File: src/rtl/fetch_sequencer_pkg.sv
// Shared types and widths for the instruction fetch path.
package fetch_pkg;
   localparam int WORD_BYTES = 4;
   localparam int ADDR_W     = 16;
   localparam int INST_W     = 16;

   typedef enum logic [1:0] {FETCH, HOLD, FAULT} fetch_state_t;

   typedef struct packed {
      logic [ADDR_W-1:0] pc;
      logic [INST_W-1:0] inst;
   } fetch_entry_t;
endpackage

File: src/rtl/fetch_sequencer_fifo.sv
// Prefetch FIFO of {pc, inst}; flush wins over push/pop, push allowed when full if popping.
module fetch_fifo
   import fetch_pkg::*;
#(
   parameter int DEPTH = 4
) (
   input  logic         clk,
   input  logic         rst_n,
   input  logic         push_i,
   input  logic         pop_i,
   input  logic         flush_i,
   input  fetch_entry_t data_i,
   output fetch_entry_t head_o,
   output logic         full_o,
   output logic         empty_o
);
   localparam int AW = $clog2(DEPTH);

   fetch_entry_t   mem_q [DEPTH];
   logic [AW:0]    wr_q, rd_q;
   logic           do_push, do_pop;

   assign empty_o = (wr_q == rd_q);
   assign full_o  = (wr_q[AW] != rd_q[AW]) && (wr_q[AW-1:0] == rd_q[AW-1:0]);
   assign do_pop  = pop_i && !empty_o;
   assign do_push = push_i && (!full_o || do_pop);
   // Head comes straight from register storage, so it reads 0 out of reset.
   assign head_o  = mem_q[rd_q[AW-1:0]];

   always_ff @(posedge clk or negedge rst_n) begin
      if (!rst_n) begin
         wr_q <= '0;
         rd_q <= '0;
         for (int i = 0; i < DEPTH; i++) mem_q[i] <= '0;
      end else if (flush_i) begin
         wr_q <= '0;
         rd_q <= '0;
      end else begin
         if (do_push) begin
            mem_q[wr_q[AW-1:0]] <= data_i;
            wr_q                <= wr_q + {{AW{1'b0}}, 1'b1};
         end
         if (do_pop) rd_q <= rd_q + {{AW{1'b0}}, 1'b1};
      end
   end
endmodule

File: src/rtl/fetch_sequencer.sv
// Fetch controller: PC, fault FSM and prefetch FIFO feeding decode.
// Optional FETCH_BYPASS_EN: zero-latency delivery when the FIFO is empty.
module fetch_sequencer
   import fetch_pkg::*;
#(
   parameter int                MEM_SIZE = 1024,
   parameter int                DEPTH    = 4,
   parameter logic [ADDR_W-1:0] RESET_PC = 16'h0000
) (
   input  logic              clk,
   input  logic              rst_n,
   input  logic              run,
   output logic [ADDR_W-1:0] imem_addr,
   input  logic [INST_W-1:0] imem_data,
   input  logic              redirect_valid,
   input  logic [ADDR_W-1:0] redirect_pc,
   output logic              inst_valid,
   input  logic              inst_ready,
   output logic [INST_W-1:0] inst,
   output logic [ADDR_W-1:0] inst_pc,
   output logic              fetch_fault,
   output logic [ADDR_W-1:0] fault_pc
);
   fetch_state_t      state_q;
   logic [ADDR_W-1:0] pc_q, fault_pc_q;
   logic              full, empty, oob, fetch, push, pop, bypass;
   fetch_entry_t      head, entry;

   // 17-bit sum so a PC near 16'hFFFF cannot wrap past the check.
   assign oob         = ({1'b0, pc_q} + 17'd3) >= 17'(MEM_SIZE);
   assign fetch_fault = (state_q == FAULT);
   assign fault_pc    = fault_pc_q;
   assign imem_addr   = pc_q;
   assign pop         = inst_ready && !empty;
   assign fetch       = run && !fetch_fault && !redirect_valid && !oob && (!full || pop);

`ifdef FETCH_BYPASS_EN
   assign bypass = fetch && empty;
`else
   assign bypass = 1'b0;
`endif

   // A bypassed instruction consumed this cycle never enters the FIFO.
   assign push       = fetch && !(bypass && inst_ready);
   assign entry.pc   = pc_q;
   assign entry.inst = imem_data;
   assign inst_valid = !empty || bypass;
   assign inst       = bypass ? imem_data : head.inst;
   assign inst_pc    = bypass ? pc_q : head.pc;

   fetch_fifo #(.DEPTH(DEPTH)) u_fifo (
      .clk     (clk),
      .rst_n   (rst_n),
      .push_i  (push),
      .pop_i   (pop),
      .flush_i (redirect_valid),
      .data_i  (entry),
      .head_o  (head),
      .full_o  (full),
      .empty_o (empty)
   );

   always_ff @(posedge clk or negedge rst_n) begin
      if (!rst_n) begin
         state_q    <= FETCH;
         pc_q       <= RESET_PC;
         fault_pc_q <= '0;
      end else if (redirect_valid) begin
         if (redirect_pc[1:0] != 2'b00) begin
            state_q    <= FAULT;
            fault_pc_q <= redirect_pc;
         end else begin
            state_q <= run ? FETCH : HOLD;
            pc_q    <= redirect_pc;
         end
      end else if (state_q != FAULT) begin
         if (run && oob) begin
            state_q    <= FAULT;
            fault_pc_q <= pc_q;
         end else begin
            state_q <= run ? FETCH : HOLD;
            if (fetch) pc_q <= pc_q + ADDR_W'(WORD_BYTES);
         end
      end
   end
endmodule

File: config.mk
export PLATFORM = sky130hd
export DESIGN_NAME = fetch_sequencer
export DESIGN_NICKNAME = d
export VERILOG_FILES = /design/src/rtl/fetch_sequencer_pkg.sv /design/src/rtl/fetch_sequencer_fifo.sv /design/src/rtl/fetch_sequencer.sv
export SDC_FILE = /design/constraint.sdc
export NUM_CORES = 1
export LEC_CHECK = 0
export BUFFER_PORTS_ARGS = -buffer_cell sky130_fd_sc_hd__buf_2
export CAP_MARGIN = 15
export CORE_ASPECT_RATIO = 2
export CORE_UTILIZATION = 52
export CTS_CLUSTER_SIZE = 14
export DETAILED_ROUTE_END_ITERATION = 10
export PLACE_DENSITY = 0.84
export SLEW_MARGIN = 20
export SYNTH_ARGS = -nofsm -noshare
export SYNTH_HDL_FRONTEND = slang
export SYNTH_SLANG_ARGS = --single-unit
File: constraint.sdc
create_clock -name clk -period 2.9 [get_ports clk]
set_clock_uncertainty 0.2 [all_clocks]
set_input_delay 0 -clock clk [delete_from_list [all_inputs] [get_ports clk]]
set_output_delay 0 -clock clk [all_outputs]
set_load 0.005 [all_outputs]
# Word level (Yosys, flattened, before mapping)
# Index checks and enable logic that the tools add are counted.
# word_totals
reg_bits	168
# classes
n_addsub	4
order_cmp	4
eq_ne	8
n_mux	24
n_bitwise	3
n_reduce_logical	26
# op_table
cell	count
$mux 16	9
$bwmux 128	1
$mux 32	3
$bmux 32 s2	1
$demux 32 s2	1
$add 16x2->17 const B	1
$ge 17x11->1 const B	1
$add 16x3->16 const B	1
$mux 3	4
$reduce_bool 2->1	6
$logic_and 1x1->1	10
$mux 2	4
$add 3x1->3 const B	2
$ge 3x3->1 const B	2
$ne 2x2->1 const B	3
$not 2->3	2
$logic_not 1->1	5
$reduce_and 4->1	1
$eq 3x3->1	1
$lt 3x1->1 const B	1
$reduce_and 3->1	1
$eq 2x2->1	1
$eq 2x2->1 const B	1
$logic_or 1x1->1	2
other kinds (5)	5

# Longest topological paths before layout
# logic_depth
depth_word	10
ltp_mapped	10
mapped_depth_nobuf	8

# By module
# A second synthesis with hierarchy kept.
# unflattened
cells_unflattened	570
hier_area_um2	8664.6
# modules_own_cells
module	instances	cells_per_inst	area_per_inst_um2	seq_area_each_um2
fetch_fifo	1	365	6650.1	3353.2
fetch_sequencer	1	205	2014.4	850.8

# Least setup slack after synthesis
# Ideal clock, no wire load.
# synth_timing
kind	reg-to-reg
start	register pc_q[9], in the netlist imem_addr[9]
end	register u_fifo.mem_q[64] in the netlist's numbering
t_arrival_ps	2643
t_required_ps	2575
slack_ps	-68
path_stages_with_launch	11
synth_period_minus_slack_ps	2968
path_cell_list	dfrtp_1 -> clkbuf_1 -> nand4_1 -> nor4_1 -> mux2_2 -> nor3_1 -> and3_1 -> buf_4 -> nand2_4 -> buf_6 -> mux2_4
# synth_between
elab_chain_cells	7
# synth_lines
element	line	source
from (decl)	fetch_sequencer.sv:25	logic [ADDR_W-1:0] pc_q, fault_pc_q;
from (signal assigned)	fetch_sequencer.sv:74	pc_q <= redirect_pc;
from (signal assigned)	fetch_sequencer.sv:82	if (fetch) pc_q <= pc_q + ADDR_W'(WORD_BYTES);
$add 16x2->17	fetch_sequencer.sv:30	assign oob = ({1'b0, pc_q} + 17'd3) >= 17'(MEM_SIZE);
$ge 17x11->1	fetch_sequencer.sv:30	
$logic_not 1->1	fetch_sequencer.sv:35	assign fetch = run && !fetch_fault && !redirect_valid && !oob && (!full || pop);
$logic_and 1x1->1 (2 in series)	fetch_sequencer.sv:35	
$logic_and 1x1->1	fetch_sequencer_fifo.sv:26	assign do_push = push_i && (!full_o || do_pop);
$reduce_and 2->1 (no line)	--	
to (signal, indexed assignment)	fetch_sequencer_fifo.sv:40	mem_q[wr_q[AW-1:0]] <= data_i;
to (decl)	fetch_sequencer_fifo.sv:19	fetch_entry_t mem_q [DEPTH];
# Every way passes these cells.
# A chain may end at the register's enable or synchronous reset.

# Worst setup path in the final report
# layout_timing
start	register pc_q[7], in the netlist imem_addr[7]
end	register u_fifo.mem_q[56] in the netlist's numbering
# Same word-level chain as after synthesis.

==> impl_metrics.json <==
{
  "vias": 5231,
  "rows": 63,
  "wirelength_um": 18400,
  "powerDensity_nw_per_um2": 585,
  "most-common-layout-cells": "166 x dfrtp_1, 101 x buf_2, 76 x mux2_4",
  "cts_tree": "done",
  "min_path_type": "primary input to register",
  "hpwlAfterDp_um": 12200,
  "cp.required_ps": 3000,
  "crit_path_max_fanout": 19,
  "tightest_slew_ps": 847,
  "yosys.area.top_type": "dfrtp_1",
  "die_w_um": 89.3,
  "ys_warn_count": 0,
  "synth_edf_count": 0,
  "areaGrowthSynthToFinish_pct": 24.5,
  "synth_top_cell_area_share_pct": 53.1,
  "layout-drive-gt1-share_pct": 46.6,
  "clock-sinks": 168,
  "cp-end-kind": "register",
  "yosys.cell_types.count": 46,
  "wire_per_inst_um": 20.3,
  "drtIter0Drc": 266,
  "power.leakage_nw": 5.09,
  "coreArea_um2": 14800,
  "clkTransAtPathRegs_ps": 70,
  "avgSynthCellArea_um2": 14.7,
  "fmax_mhz": 349,
  "syn-num-nets": 580,
  "r2r_setup_slack_ps": 40,
  "antenna_found_initial": 0,
  "dieArea_um2": 15800,
  "synth_seq_cells": 168,
  "fp.dieH_um": 177,
  "layout_commonest_cell": "dfrtp_1",
  "gr-usage-all-layers_pct": 25.7,
  "dp_slack_ps": 58.2,
  "netlist_area_um2": 7920,
  "finalWeightedCongestion": 0.919,
  "io_pins": 103,
  "htreeDepth": 4,
  "drtAntennaViolNets": 0,
  "fin_crit_ps": 2860,
  "finalSetupViolations": 0,
  "num_antenna_cells": 0,
  "maxCapViolCount": 0,
  "num-nets-final": 744,
  "timing.final.ws_setup_ps": 37.4,
  "drv_slew": 0,
  "clk_latency_ps": 430,
  "grt_pass1_vias": 5840,
  "synth_ff_type": "dfrtp_1",
  "overflow": 0,
  "root_buffer": "clkbuf_16",
  "critPathKind": "register to register",
  "synth_area_leaders": "dfrtp_1 53%, mux2_4 14%, mux4_2 9.1%",
  "io_buffer_count": 102,
  "ys_seq_area_share_pct": 53.1,
  "reg2reg_depth": 9,
  "cts-buffers-inserted": 17,
  "routed_via_density": 5.75,
  "grt_max_degree": 73,
  "power_w": 0.00577,
  "drc": 0,
  "cp.arrival_ps": 2970,
  "synthCells": 537,
  "drtPass1Iterations": 4,
  "slew_headroom_pct": 43.0,
  "initial_core_util_pct": 53.4,
  "status": "finished, final reports clean",
  "cp-start-kind": "register",
  "finalHoldViolCount": 0,
  "fillers": 1060,
  "cts.path.max_buffers": 2,
  "grt_pass1_wl_um": 29900,
  "whs_path_depth": 3,
  "async_reset_ff_share_pct": 100,
  "vdd_ir_drop_max_mv": 0.440,
  "post-route-period-util_pct": 98.7
}
-- critical path: stages, from the launching register on --
cell and delay, ps:
dfrtp_1 400, nand3_2 160, or4_4 580, mux2_4 330
o22ai_4 120, and3_1 190, buf_4 170, nand2_4 80
buf_12 170, mux2_4 310
-- power breakdown --
part	internal, W	switching [W]
combinational	0.000462	0.000423
sequential	0.00249	0.0000998
clock	0.00133	0.000966
total	0.00428	0.00149
-- layout make-up --
class / instances / area (um^2) / share of cell area [%]
Sequential cell: 168 / 4210 / 42.7
Multi-Input combinational cell: 319 / 3460 / 35.1
Timing Repair Buffer: 183 / 1310 / 13.2
Clock buffer: 21 / 460 / 4.67
Tap cell: 195 / 244 / 2.47
Clock inverter: 11 / 138 / 1.40
Inverter: 12 / 45.0 / 0.457
-- flip-flops by register name, indices dropped and copies added (netlist names) --
name and flops:
u_fifo.mem_q 128, fault_pc 16, imem_addr 16, u_fifo.rd_q 3, u_fifo.wr_q 3, state_q 2
-- cells by family after synthesis --
logic type | after synthesis | share of synthesized area, %
XOR/XNOR | 9 | 0.995
adder cells (fa/ha/maj) | 6 | 0.948
AND/OR/NAND/NOR | 88 | 6.32
AO/OA/AOI/OAI | 56 | 4.58
buffers and inverters | 50 | 3.40
multiplexers | 160 | 30.7
flip-flops | 168 | 53.1
-- through the flow --
step	instance area [um^2]	util [%]	TNS [ps]	hold slack, ps	instances
CTS	9840	66.4	0	60.9	908
detailed placement	8870	59.9	0	-151	839
finish	9860	66.5	0	85.7	909
global placement	8870	59.9	0	-163	839
floorplan	7930	-	0	-496	537
global route	9860	66.5	-11.1	74.1	909
-- repair_timing --
item                                   CTS  global route
setup endpoints to repair                0            76
endpoints found under the hold margin  258             0
resized for setup                        0             2
setup buffers                            0             1
hold buffers                            37             0
-- final timing paths --
kind                                              start                             to
min in group asynchronous                         rst_n  u_fifo.mem_q[118]$_DFFE_PN0P_
min reg2reg                u_fifo.mem_q[31]$_DFFE_PN0P_   u_fifo.mem_q[31]$_DFFE_PN0P_
max in group asynchronous                         rst_n        fault_pc[0]$_DFFE_PN0P_
max                            imem_addr[7]$_DFFE_PN0P_   u_fifo.mem_q[56]$_DFFE_PN0P_
min                                                 run         state_q[0]$_DFFE_PN0P_
max reg2reg                    imem_addr[7]$_DFFE_PN0P_   u_fifo.mem_q[56]$_DFFE_PN0P_
-- routing by layer --
layer | GRT usage (%) | wire length, um | part of all wire [%] | vias to the layer above
li1 | - | - | - | 2278
met1 | 29.3 | 6940 | 38 | 2721
met5 | 0 | 0 | 0 | -
met4 | 13.1 | 721 | 3.9 | 0
met3 | 5.10 | 698 | 3.8 | 54
met2 | 44.7 | 10100 | 55 | 178
-- synthesized netlist by cell type, types with 8 or more instances --
cell	n
a21oi_1	9
and2_1	25
buf_6	9
clkbuf_1	18
dfrtp_1	168
inv_1	12
mux2_2	37
mux2_4	76
mux2i_1	15
mux4_2	32
nand2_1	8
nand3_1	16
nor2_1	13
o21ai_0	17
o22ai_1	10
Power figures use the tool's default switching activity.
